## src/rtl/spi_slave_tx_buffer.sv

```systemverilog
// Transmit-side word FIFO between the AXI register plug and the SPI shift path.
// Optional macro SPI_TXBUF_STATS_EN compiles in the saturating words_sent counter.
module spi_slave_tx_buffer #(
  parameter int DEPTH      = 4,
  parameter int DATA_WIDTH = 32
) (
  input  logic                    axi_aclk,
  input  logic                    axi_aresetn,
  input  logic                    cs,
  input  logic [DATA_WIDTH-1:0]   in_data,
  input  logic                    in_valid,
  output logic                    in_ready,
  output logic [DATA_WIDTH-1:0]   out_data,
  output logic                    out_valid,
  input  logic                    out_ready,
  output logic [$clog2(DEPTH):0]  level,
  output logic [15:0]             words_sent
);

  localparam int AW = $clog2(DEPTH);
  localparam int PW = AW + 1;
  localparam logic [PW-1:0] ONE = PW'(1);

  logic [PW-1:0]         wr_ptr;
  logic [PW-1:0]         rd_ptr;
  logic [DATA_WIDTH-1:0] mem [DEPTH];
  logic                  empty;
  logic                  full;
  logic                  push;
  logic                  pop;

  // The extra pointer MSB separates a wrapped-full FIFO from an empty one.
  assign empty     = (wr_ptr == rd_ptr);
  assign full      = (wr_ptr[AW-1:0] == rd_ptr[AW-1:0]) && (wr_ptr[AW] != rd_ptr[AW]);
  assign in_ready  = !full && !cs;
  assign out_valid = !empty && !cs;
  assign out_data  = mem[rd_ptr[AW-1:0]];
  assign push      = in_valid && in_ready;
  assign pop       = out_valid && out_ready;

  always_ff @(posedge axi_aclk or negedge axi_aresetn) begin
    if (!axi_aresetn) begin
      wr_ptr <= '0;
      rd_ptr <= '0;
      level  <= '0;
    end else if (cs) begin
      wr_ptr <= '0;
      rd_ptr <= '0;
      level  <= '0;
    end else begin
      if (push) wr_ptr <= wr_ptr + ONE;
      if (pop)  rd_ptr <= rd_ptr + ONE;
      case ({push, pop})
        2'b10:   level <= level + ONE;
        2'b01:   level <= level - ONE;
        default: level <= level;
      endcase
    end
  end

  // Storage is cleared on reset so out_data reads zero until the first push.
  always_ff @(posedge axi_aclk or negedge axi_aresetn) begin
    if (!axi_aresetn) begin
      for (int i = 0; i < DEPTH; i++) mem[i] <= '0;
    end else if (push) begin
      mem[wr_ptr[AW-1:0]] <= in_data;
    end
  end

`ifdef SPI_TXBUF_STATS_EN
  function automatic logic [15:0] sat_inc(input logic [15:0] v);
    return (v == 16'hFFFF) ? v : v + 16'd1;
  endfunction

  logic [15:0] sent_cnt;

  // Counts delivered words; a flush via cs deliberately leaves it untouched.
  always_ff @(posedge axi_aclk or negedge axi_aresetn) begin
    if (!axi_aresetn)  sent_cnt <= '0;
    else if (pop)      sent_cnt <= sat_inc(sent_cnt);
  end

  assign words_sent = sent_cnt;
`else
  assign words_sent = 16'h0000;
`endif

endmodule

```

## config.mk

```make
export PLATFORM = sky130hd
export DESIGN_NAME = spi_slave_tx_buffer
export DESIGN_NICKNAME = d
export VERILOG_FILES = /design/src/rtl/spi_slave_tx_buffer.sv
export SDC_FILE = /design/constraint.sdc
export NUM_CORES = 1
export LEC_CHECK = 0
export CELL_PAD_IN_SITES_DETAIL_PLACEMENT = 0
export CELL_PAD_IN_SITES_GLOBAL_PLACEMENT = 2
export CORE_MARGIN = 4
export CORE_UTILIZATION = 42
export DETAILED_ROUTE_END_ITERATION = 10
export DONT_BUFFER_PORTS = 1
export HOLD_SLACK_MARGIN = 0.15
export PLACE_DENSITY_LB_ADDON = 0.1
export RECOVER_POWER = 50
export SYNTH_ARGS = -nofsm -noshare
export SYNTH_HDL_FRONTEND = slang
export SYNTH_SLANG_ARGS = --single-unit
export TNS_END_PERCENT = 30
```

## constraint.sdc

```tcl
create_clock -name axi_aclk -period 2.3 [get_ports axi_aclk]
set_clock_uncertainty 0.05 [all_clocks]
set_input_delay 0.46 -clock axi_aclk [delete_from_list [all_inputs] [get_ports axi_aclk]]
set_output_delay 0.46 -clock axi_aclk [all_outputs]
set_load 0.02 [all_outputs]
```

# [After elaboration in Yosys (flattened, before gate mapping)]
# Index checks and enable logic that the tools add are counted.
[op_classes] n_bitwise=2 n_eq_ne=5 order_cmp=3 addsub=4 n_reduce_logical=12 n_mux=12
[op_table] operator="bitwise mux 128 bit" n=1
[op_table] operator="two-way mux 32 bit" n=3
[op_table] operator="binary-select mux 32 bit (select 2 bit)" n=1
[op_table] operator="demux 32 bit (select 2 bit)" n=1
[op_table] operator="two-way mux 3 bit" n=5
[op_table] operator="adder 3 x 1 -> 3 bit, second input constant" n=3
[op_table] operator=">= comparator 3 bit, second input constant" n=2
[op_table] operator="logical AND 1 bit" n=6
[op_table] operator="NOT 2 -> 3 bit" n=2
[op_table] operator="case mux 3 bit (2 select lines)" n=1
[op_table] operator="nonzero test 2 bit" n=2
[op_table] operator="equality test 3 bit" n=1
[op_table] operator="zero test 1 bit" n=3
[op_table] operator="< comparator 3 x 1 -> 1 bit, second input constant" n=1
[op_table] operator="nonzero test 3 bit" n=1
[op_table] operator="subtractor 3 x 1 -> 3 bit, second input constant" n=1
[op_table] operator="equality test 2 x 1 -> 1 bit, second input constant" n=1
[op_table] operator="equality test 2 bit" n=1
[op_table] operator="equality test 2 bit, second input constant" n=1
[op_table] operator="inequality test 1 bit" n=1
[totals] word_cells=45 input_bits=37 regBits=137 output_inout_bits=53

# [Logic depth before layout (Yosys ltp)]
# Gate-level depths: netlist (run 1).
[logic_depth] word_depth=8 mapped_depth=9 ltp_nobuf=8

# [Worst setup path before layout (run 1)]
# OpenSTA, ideal clock, no wires.
[synth_timing] path_kind="reg-to-reg" startpoint="register rd_ptr[2]" endpoint="register level[1]" arrival_ns=2.424 path_buffers=0 synth_period_minus_slack_ns=2.575 path_slack_ns=-0.275 setup_time_ns=0.101 path_stages_with_launch=9 cell_sequence="dfrtp_1 > xnor2_1 > a31oi_1 > and3_1 > fa_1 > nor2b_1 > a31oi_1 > a22oi_1 > nor4_1"
[synth_between] word_cells_on_any_way=14
[synth_rtl] element="from (decl)" line="25" rtl="logic [PW-1:0] rd_ptr;"
[synth_rtl] element="from (signal assigned)" line="52" rtl="if (pop) rd_ptr <= rd_ptr + ONE;"
[synth_rtl] element="equality test 3 bit *" line="33" rtl="assign empty = (wr_ptr == rd_ptr);"
[synth_rtl] element="zero test 1 bit *" line="36" rtl="assign out_valid = !empty && !cs;"
[synth_rtl] element="logical AND 1 bit *" line="36"
[synth_rtl] element="net out_valid" line="14" rtl="output logic out_valid,"
[synth_rtl] element="logical AND 1 bit *" line="39" rtl="assign pop = out_valid && out_ready;"
[synth_rtl] element="equality test 2 x 1 -> 1 bit or equality test 2 bit (tied branches)" line="53" rtl="case ({push, pop})"
[synth_rtl] element="case mux 3 bit (2 select lines)" line="53"
[synth_rtl] element="two-way mux 3 bit" line="46" rtl="end else if (cs) begin"
[synth_rtl] element="to (signal assigned)" line="54" rtl="2'b10: level <= level + ONE;"
[synth_rtl] element="to (signal assigned)" line="55" rtl="2'b01: level <= level - ONE;"
[synth_rtl] element="to (signal assigned)" line="56" rtl="default: level <= level;"
[synth_rtl] element="to (decl)" line="16" rtl="output logic [$clog2(DEPTH):0] level,"
# Mark *: on every way through the listed nets, which the timed path passes. The rest lies on a longest branch.
# A chain may end at the register's enable or synchronous reset.

# [Worst setup path after layout (run 1)]
[layout_timing] startpoint="register rd_ptr[0]" endpoint="register level[1]"
[layout_between] elab_chain_cells=8 word_cells_on_any_way=14
[layout_rtl] element="equality test 2 bit" line="34" rtl="assign full = (wr_ptr[AW-1:0] == rd_ptr[AW-1:0]) && (wr_ptr[AW] != rd_ptr[AW]);"
[layout_rtl] element="logical AND 1 bit" line="34"
[layout_rtl] element="zero test 1 bit" line="35" rtl="assign in_ready = !full && !cs;"
[layout_rtl] element="logical AND 1 bit" line="35"
[layout_rtl] element="logical AND 1 bit" line="38" rtl="assign push = in_valid && in_ready;"
[layout_rtl] element="equality test 2 x 1 -> 1 bit or equality test 2 bit (tied branches)" line="53"
[layout_rtl] element="case mux 3 bit (2 select lines)" line="53"
[layout_rtl] element="two-way mux 3 bit" line="46"
# Parallel ways exist; a longest one is shown, timed or not.

==> results_dict.tcl, run 1 <==
set metrics [dict create \
    synthSimpleGateAreaFrac_pct 2.28 \
    synth-compound-area-share_pct 2.27 \
    slew_viol_final 0 \
    ir_worst_vdd_uv 583 \
    avgSynthCellArea_sq_um 16.8 \
    firstDrtPassIters 4 \
    fin_hold_ws_ns -0.315 \
    grt_max_degree 138 \
    cts_buffers 17 \
    floorplan.die.height_microns 136 \
    crit_type "flop to flop" \
    fill_cells 1408 \
    portBuffers 0 \
    netlist_instances 410 \
    cp_top_family "adder cells" \
    required_ns 2.57 \
    synth_xor_area_share_pct 1.81 \
    path_buf_inv 1 \
    cp_slowest_cell "fa_1" \
    wirelength_mm 14.5 \
    cp-start-kind "flop" \
    fin_area_sq_mm 0.00827 \
    synth_edf_count 0 \
    layout.nets 512 \
    period_minus_slack_ns 2.27 \
    rows 46 \
    clock_latency_ns 0.41 \
    end_kind "flop" \
    relSlewSlack_pct 64.4 \
    r2r_slack_ns 0.03 \
    syn_area_sq_mm 0.00690 \
    post-dp-hpwl_mm 8.39 \
    dpl_cell_area_sq_mm 0.00717 \
    final_antenna_net_count 0 \
    synthTopCellsByCount "dfrtp_1, mux2_4, mux2_2, mux4_2, buf_4" \
    grt_usage_pct 16.3 \
    synth.yosys.seq_area_share_pct 49.7 \
    dp_slack_ns 0.0234 \
    synth.most_common_cell "dfrtp_1" \
    clockRootBuffer "clkbuf_16" \
    cts.sinks 137 \
    drt_iter0_drc 135 \
    synth_top_cell_by_area "dfrtp_1" \
    post-route-drc-count 0 \
    gp_congestion 0.733 \
    coreArea_sq_mm 0.0160 \
    antenna_found_initial 0 \
    synth_top_family_by_area "multiplexers" \
    initial_utilization_pct 43.1 \
    min_path_type "primary input to asynchronous set/reset pin" \
    grt_pass1_vias 3976 \
    drv_cap 0 \
    hold_viol_final 137 \
    diodes 0 \
    synth_top_area_share_pct 49.7 \
    power.leakage_nw 3.90 \
    power.total_w 0.00910 \
    power_density_mw_per_mm2 1100 \
    crit_arrival_ns 2.53 \
    postLayoutSetupSlackWorst_ns 0.0329 \
    rsz0062_at_grt "true" \
    grt_overflow 0 \
    failed_checks "negative hold slack" \
    synthFlopType "dfrtp_1" \
    worst_pin_slew_ns 0.530 \
    hold_buffers 33 \
    status "complete, but fails checks" \
    synth_mux_area_share_pct 36.8 \
    fp.dieArea_sq_mm 0.0185 \
    drive_above_1_share_pct 49.5 \
    critPathMaxFanout 5 \
    via_count 3586 \
    clkTransAtPathRegs_ns 0.06 \
    fin_util_pct 51.7 \
    clockBufferDepth 2 \
    fmax_mhz 441 \
    avgViaCountPerCell 5.14 \
    cts_htree_levels 4 \
    async_flop_share_pct 100 \
    period_share_pct 98.6 \
    synth_cell_types 42 \
    setup_violations 0 \
    cp_cell_sequence "buf_6 > xnor2_4 > a31oi_4 > and3_4 > fa_1 > nor2b_1 > a31oi_1 > a22oi_1 > nor4_1" \
    grt_pass1_wl_mm 22.8 \
    ys_seq_elements 137 \
    boundaryPins 90 \
    dp_cells 622 \
    final_cells 697 \
    yosys_warnings 0 \
    synth.area.top_cells "dfrtp_1, mux2_4, mux4_2" \
    dieWidth_microns 136 \
    area_delta_synth_final_pct 19.9 \
    cts_tree "done" \
    wl_per_cell_microns 20.8 \
    yosys.area_share.adder_pct 1.20 \
    worst_path_largest_cell_delay_ns 0.58 \
]
-- metal layers --
metal	up-vias	wire length [microns]	track usage, %
li1	1590	-	-
met4	0	157	5.04
met2	59	6750	24.5
met3	9	662	4.89
met5	-	0	0
met1	1928	6910	22.9
-- placed cells by master, fill, tap and decap left out, types with 5 or more instances in the layout --
cell           synthesis  final
mux2_2                37     37
buf_12                 9     10
dlygate4sd3_1          0     33
ha_1                   5      5
nor2_1                14     13
conb_1                 1     16
inv_1                  5      5
mux2_4                90     90
clkbuf_16              0     19
mux4_2                32     32
buf_4                 18     16
dfrtp_1              137    133
-- power by group --
part | total (W) | internal [W] | switching (W)
Clock | 0.00275 | 0.00172 | 0.00102
Combinational | 0.00280 | 0.00164 | 0.00115
Sequential | 0.00356 | 0.00313 | 0.000430
-- registers in the layout (all words and copies together), names as in the netlist --
name,count
rd_ptr,3
level,3
wr_ptr,3
mem,128
-- what timing repair did --
| item | CTS | global route |
|---|---|---|
| setup buffers | 3 | 5 |
| pin swaps | 0 | 8 |
| endpoints found under the hold margin | 272 | 137 |
| endpoints found under the setup margin | 32 | 25 |
| resized for setup | 5 | 7 |
| gates cloned | 1 | 2 |
-- logic make-up after synthesis --
logic type               Yosys count
AND/OR/NAND/NOR                   29
XOR/XNOR                          10
multiplexers                     164
flip-flops                       137
buffers and inverters             44
other                              1
adder cells (fa/ha/maj)            6
AO/OA/AOI/OAI                     19
-- final timing paths --
path                             start       end  cells past startpoint
min reg2reg                    mem[19]   mem[19]                      1
max                          rd_ptr[0]  level[1]                      9
min                        axi_aresetn   mem[99]                      0
max in group asynchronous  axi_aresetn   mem[77]                      0
max reg2reg                  rd_ptr[0]  level[1]                      9
min in group axi_aclk               cs  level[2]                      1
-- cell type report --
type,instances,area [sq um],share of cell area (%)
tap,216,270,3.27
sequential,137,3430,41.5
clock inverter,12,151,1.83
inverter,5,18.8,0.227
multi-input combinational,244,3210,38.7
clock buffer,19,443,5.35
timing repair buffer,64,751,9.07
-- metrics by stage --
stage | hold slack (ns) | TNS (ns)
final | -0.315 | 0
after global routing | -0.342 | -0.277
after CTS | -0.332 | -0.220
after detailed placement | 0.119 | 0
after global placement | 0.118 | 0
after floorplan | 0.114 | 0
Note: power is estimated with default switching activity, not from simulation.
==> run 2: changes to the inputs <==
--- a/config.mk
+++ b/config.mk
@@ -11,7 +11,7 @@
 export CORE_UTILIZATION = 42
 export DETAILED_ROUTE_END_ITERATION = 10
 export DONT_BUFFER_PORTS = 1
-export HOLD_SLACK_MARGIN = 0.15
+export HOLD_SLACK_MARGIN = 0.02
 export PLACE_DENSITY_LB_ADDON = 0.1
 export RECOVER_POWER = 50
 export SYNTH_ARGS = -nofsm -noshare
==> run 2 against run 1 <==
The flow still finishes with violations (negative hold slack). Register-to-register slack lost 0.02 ns. Design area down 4.6%. Critical path depth unchanged. Worst setup slack worse by 0.021 ns. Total power decreased by 1.3%. Hold slack worse by 0.0019 ns. Clock power about the same. Flip-flop and latch count is the same. Cell count decreased by 5.0%. Critical path type unchanged. Critical endpoint unchanged. Highest routed layer unchanged.
==> results_dict.tcl, run 2 (same netlist as run 1, synthesis figures left out) <==
set metrics [dict create \
    antenna_found_initial 0 \
    grt_usage_pct 16.0 \
    rsz0062_at_grt "true" \
    boundaryPins 90 \
    fin_area_sq_mm 0.00789 \
    post-route-drc-count 0 \
    hold_viol_final 137 \
    final_antenna_net_count 0 \
    period_share_pct 99.5 \
    dieWidth_microns 136 \
    cp-start-kind "flop" \
    wl_per_cell_microns 21.3 \
    cts.sinks 137 \
    fin_hold_ws_ns -0.317 \
    multiInputGateArea_sq_mm 0.00320 \
    critPathMaxFanout 5 \
    power.leakage_nw 3.74 \
    crit_type "flop to flop" \
    dpl_cell_area_sq_mm 0.00717 \
    cts_tree "done" \
    fmax_mhz 437 \
    initial_utilization_pct 43.1 \
    failed_checks "negative hold slack" \
    avgViaCountPerCell 5.22 \
    fill_cells 1426 \
    floorplan.die.height_microns 136 \
    min_path_type "primary input to asynchronous set/reset pin" \
    firstDrtPassIters 4 \
    diodes 0 \
    status "complete, but fails checks" \
    cts_buffers 17 \
    layout.nets 477 \
    setup_violations 0 \
    tns_ns 0 \
    period_minus_slack_ns 2.29 \
    power_density_mw_per_mm2 1140 \
    clock_latency_ns 0.41 \
    dp_slack_ns 0.0234 \
    grt_pass1_vias 3822 \
    largest_reg_flops 128 \
    postLayoutSetupSlackWorst_ns 0.0119 \
    portBuffers 0 \
    slew_viol_final 0 \
    relSlewSlack_pct 64.3 \
    power.total_w 0.00898 \
    worst_pin_slew_ns 0.531 \
    post-dp-hpwl_mm 8.39 \
    grt_pass1_wl_mm 22.2 \
    crit_arrival_ns 2.56 \
    final_cell_mix "dfrtp_1, mux2_4, mux2_2, mux4_2, clkbuf_16" \
    rows 46 \
    grt_overflow 0 \
    end_kind "flop" \
    coreArea_sq_mm 0.0160 \
    drt_iter0_drc 140 \
    area_delta_synth_final_pct 14.4 \
    via_count 3458 \
    required_ns 2.57 \
    ff_latch_area_sq_mm 0.00343 \
    clockRootBuffer "clkbuf_16" \
    grt_max_degree 138 \
    fp.dieArea_sq_mm 0.0185 \
    clkTransAtPathRegs_ns 0.06 \
    clockBufferDepth 2 \
    drive_above_1_share_pct 52.2 \
    final_common_cell "dfrtp_1" \
    ir_worst_vdd_uv 587 \
    drv_cap 0 \
    cts_htree_levels 4 \
    regMostFlops "mem" \
    gp_congestion 0.733 \
    wirelength_mm 14.1 \
]
[run 2: cell types whose count changed in the layout (fill, tap and decap cells not counted), sizes merged]
cell / before / now
dlygate4sd3: 33 / 0
buf: 29 / 27
[run 2: repair_timing]
item,4_1_cts,5_1_grt
endpoints found under the hold margin,137,137
endpoints found under the setup margin,32,25
cloned,1,1
setup buffers,3,4
gates resized for setup,5,4
pin swaps,0,2
[run 2: final timing paths]
kind	startpoint	end	slack [ns]	depth (start not counted)
max in group asynchronous	axi_aresetn	mem[77]	2.30	0
min in group axi_aclk	cs	rd_ptr[1]	0.06	1
worst min register to register	mem[19]	mem[19]	0.44	1
worst max register to register	rd_ptr[0]	level[1]	0.01	9
worst max-delay path	rd_ptr[0]	level[1]	0.01	9
worst min-delay path	axi_aresetn	mem[99]	-0.32	0
[run 2: metal layers]
layer	vias up	track usage, %	wire, microns
met1	1872	22.2	6630
met2	63	23.8	6490
li1	1514	-	-
met3	9	5.37	802
met5	-	0	0
met4	0	5.04	157
[run 2: area by class of cell]
type	instances	share of cell area, %
Timing Repair Buffer	29	4.82
Tap cell	216	3.42
Clock buffer	19	5.61
Sequential cell	137	43.5
Clock inverter	12	1.92
Multi-Input combinational cell	244	40.5
Inverter	5	0.238
[run 2: critical path, stage by stage, from the launching register on]
cell	delay [ns]
dfrtp_2	0.43
buf_4	0.16
xor2_4	0.17
o21ai_1	0.09
and3_1	0.20
fa_1	0.52
nor2b_1	0.06
a31oi_1	0.16
a22oi_1	0.10
nor4_1	0.25
[run 2: per-stage QoR]
stage               cells  utilization [%]
finish                662             49.3
floorplan             425                -
global placement      622             44.8
CTS                   657             49.0
global route          662             49.3
detailed placement    622             44.8
[run 2: power by group]
| part | switching (W) | internal, W | total (W) |
|---|---|---|---|
| Combinational | 0.00110 | 0.00157 | 0.00267 |
| Clock | 0.00103 | 0.00172 | 0.00275 |
| Sequential | 0.000431 | 0.00313 | 0.00356 |
==> run 3: changes to the inputs <==
--- a/config.mk
+++ b/config.mk
@@ -11,6 +11,7 @@
 export CORE_UTILIZATION = 42
 export DETAILED_ROUTE_END_ITERATION = 10
 export DONT_BUFFER_PORTS = 1
+export GPL_TIMING_DRIVEN = 0
 export HOLD_SLACK_MARGIN = 0.02
 export PLACE_DENSITY_LB_ADDON = 0.1
 export RECOVER_POWER = 50
==> run 3 against run 2 <==
The flow finishes with violations (negative hold slack, negative setup slack). Critical path depth rose by 1. Via count rose by 2.0%. Clock-buffer cell count rose by 4. Sequential power barely moved. Flip-flop and latch count did not move. Largest power group unchanged. Highest routed layer unchanged.
==> results_dict.tcl, run 3 (same netlist as run 1, synthesis figures left out) <==
set metrics [dict create \
    status "complete, but fails checks" \
    ir_worst_vdd_uv 569 \
    gp_congestion 0.693 \
    dpl_cell_area_sq_mm 0.00731 \
    power_density_mw_per_mm2 1120 \
    grt_pass1_wl_mm 22.3 \
    rr_endpoint "level[1]" \
    cp_top_family "adder cells" \
    clock_latency_ns 0.41 \
    largest_reg_flops 128 \
    worstSetupEndpoint "level[1]" \
    relSlewSlack_pct 59.0 \
    hold_viol_final 137 \
    path_buf_inv 2 \
    drive_above_1_share_pct 55.0 \
    regMostFlops "mem" \
    fin_util_pct 51.0 \
    boundaryPins 90 \
    grt_max_degree 138 \
    cp_cell_sequence "buf_12 > buf_12 > xor2_4 > o21ai_2 > and3_4 > fa_2 > nor2b_2 > a31oi_1 > a22oi_1 > nor4_1" \
    rsz0062_at_grt "true" \
    final_antenna_net_count 0 \
    clockRootBuffer "clkbuf_16" \
    dieWidth_microns 136 \
    critPathMaxFanout 6 \
    tns_ns -0.882 \
    period_minus_slack_ns 2.39 \
    dp_cells 641 \
    fin_hold_ws_ns -0.311 \
    period_share_pct 104 \
    rows 46 \
    grt_pass1_vias 3920 \
    min_path_type "primary input to asynchronous set/reset pin" \
    wl_per_cell_microns 20.5 \
    drt_iter0_drc 141 \
    crit_type "flop to flop" \
    final_cells 687 \
    worst_pin_slew_ns 0.610 \
    required_ns 2.56 \
    avgViaCountPerCell 5.13 \
    layout.nets 502 \
    r2r_slack_ns -0.09 \
    via_count 3527 \
    slew_viol_final 0 \
    crit_arrival_ns 2.65 \
    crit_path_frequent_cell "buf_12" \
    initial_utilization_pct 43.1 \
    post-dp-hpwl_mm 8.76 \
    ff2ff_path_depth 10 \
    rr_startpoint "rd_ptr[0]" \
    cts_tree "done" \
    cp_slowest_cell "fa_2" \
    post-route-drc-count 0 \
    floorplan.die.height_microns 136 \
    final_common_cell "dfrtp_1" \
    diodes 0 \
    wirelength_mm 14.1 \
    fmax_mhz 419 \
    firstDrtPassIters 4 \
    postLayoutSetupSlackWorst_ns -0.0864 \
    worst_path_largest_cell_delay_ns 0.56 \
    grt_overflow 0 \
    final_cell_mix "dfrtp_1, mux2_4, mux2_2, mux4_2, buf_4" \
    grt_usage_pct 15.9 \
    setup_violations 22 \
    fp.dieArea_sq_mm 0.0185 \
    fin_area_sq_mm 0.00815 \
    power.leakage_nw 3.90 \
    cp_num_cells 10 \
    cp-start-kind "flop" \
    coreArea_sq_mm 0.0160 \
    cts_htree_levels 4 \
    clkTransAtPathRegs_ns 0.06 \
    cts.sinks 137 \
    end_kind "flop" \
    startpoint "rd_ptr[0]" \
    failed_checks "negative hold slack, negative setup slack" \
    clockBufferDepth 2 \
    cts_buffers 17 \
    area_delta_synth_final_pct 18.1 \
    portBuffers 0 \
    antenna_found_initial 0 \
    drv_cap 0 \
]
run 3: through the flow:
stage	setup slack, ns	power, W
floorplan	0.000443	0.00571
global placement	-0.235	0.00607
detailed placement	-0.251	0.00615
CTS	-0.138	0.00912
global route	-0.187	0.00953
finish	-0.0864	0.00910
run 3: per-layer routing:
layer	track usage, %	up-vias	wire [microns]
met1	20.6	1879	6390
li1	-	1571	-
met3	5.40	12	792
met4	5.21	0	151
met5	0	-	0
met2	25.3	65	6760
run 3: worst reg2reg max path, cell delays in order, from the launching register on:
cell and delay, ns:
dfrtp_1 0.41, buf_12 0.16, buf_12 0.12, xor2_4 0.18, o21ai_2 0.08, and3_4 0.19, fa_2 0.56, nor2b_2 0.05
a31oi_1 0.13, a22oi_1 0.10, nor4_1 0.26
run 3: cell type report:
type | count | area, sq um
Buffer | 39 | 444
Sequential cell | 137 | 3430
Inverter | 5 | 18.8
Timing Repair Buffer | 15 | 173
Fill cell | 1413 | 7850
Clock inverter | 8 | 119
Multi-Input combinational cell | 244 | 3230
Clock buffer | 23 | 468
Tap cell | 216 | 270
run 3: worst min-delay path by stage:
| stage | to | depth (start not counted) | slack [ns] | startpoint |
|---|---|---|---|---|
| floorplan | level[0] | 0 | 0.11 | axi_aresetn |
| global placement | mem[99] | 0 | 0.12 | axi_aresetn |
| detailed placement | mem[99] | 0 | 0.12 | axi_aresetn |
| CTS | mem[99] | 0 | -0.33 | axi_aresetn |
| global route | mem[99] | 0 | -0.34 | axi_aresetn |
| finish | mem[99] | 0 | -0.31 | axi_aresetn |
run 3: timing repair:
| item | CTS | global route |
|---|---|---|
| cloned | 0 | 2 |
| resized for setup | 18 | 7 |
| setup buffers | 10 | 3 |
| endpoints found under the hold margin | 137 | 137 |
| pin swaps | 10 | 7 |
| endpoints found under the setup margin | 32 | 35 |
run 3: where the power goes:
| group | internal, W | switching (W) | leakage, nW |
|---|---|---|---|
| clock network | 0.00175 | 0.000987 | 0.291 |
| registers | 0.00313 | 0.000425 | 1.71 |
| logic | 0.00166 | 0.00114 | 1.89 |
| total | 0.00654 | 0.00255 | 3.90 |
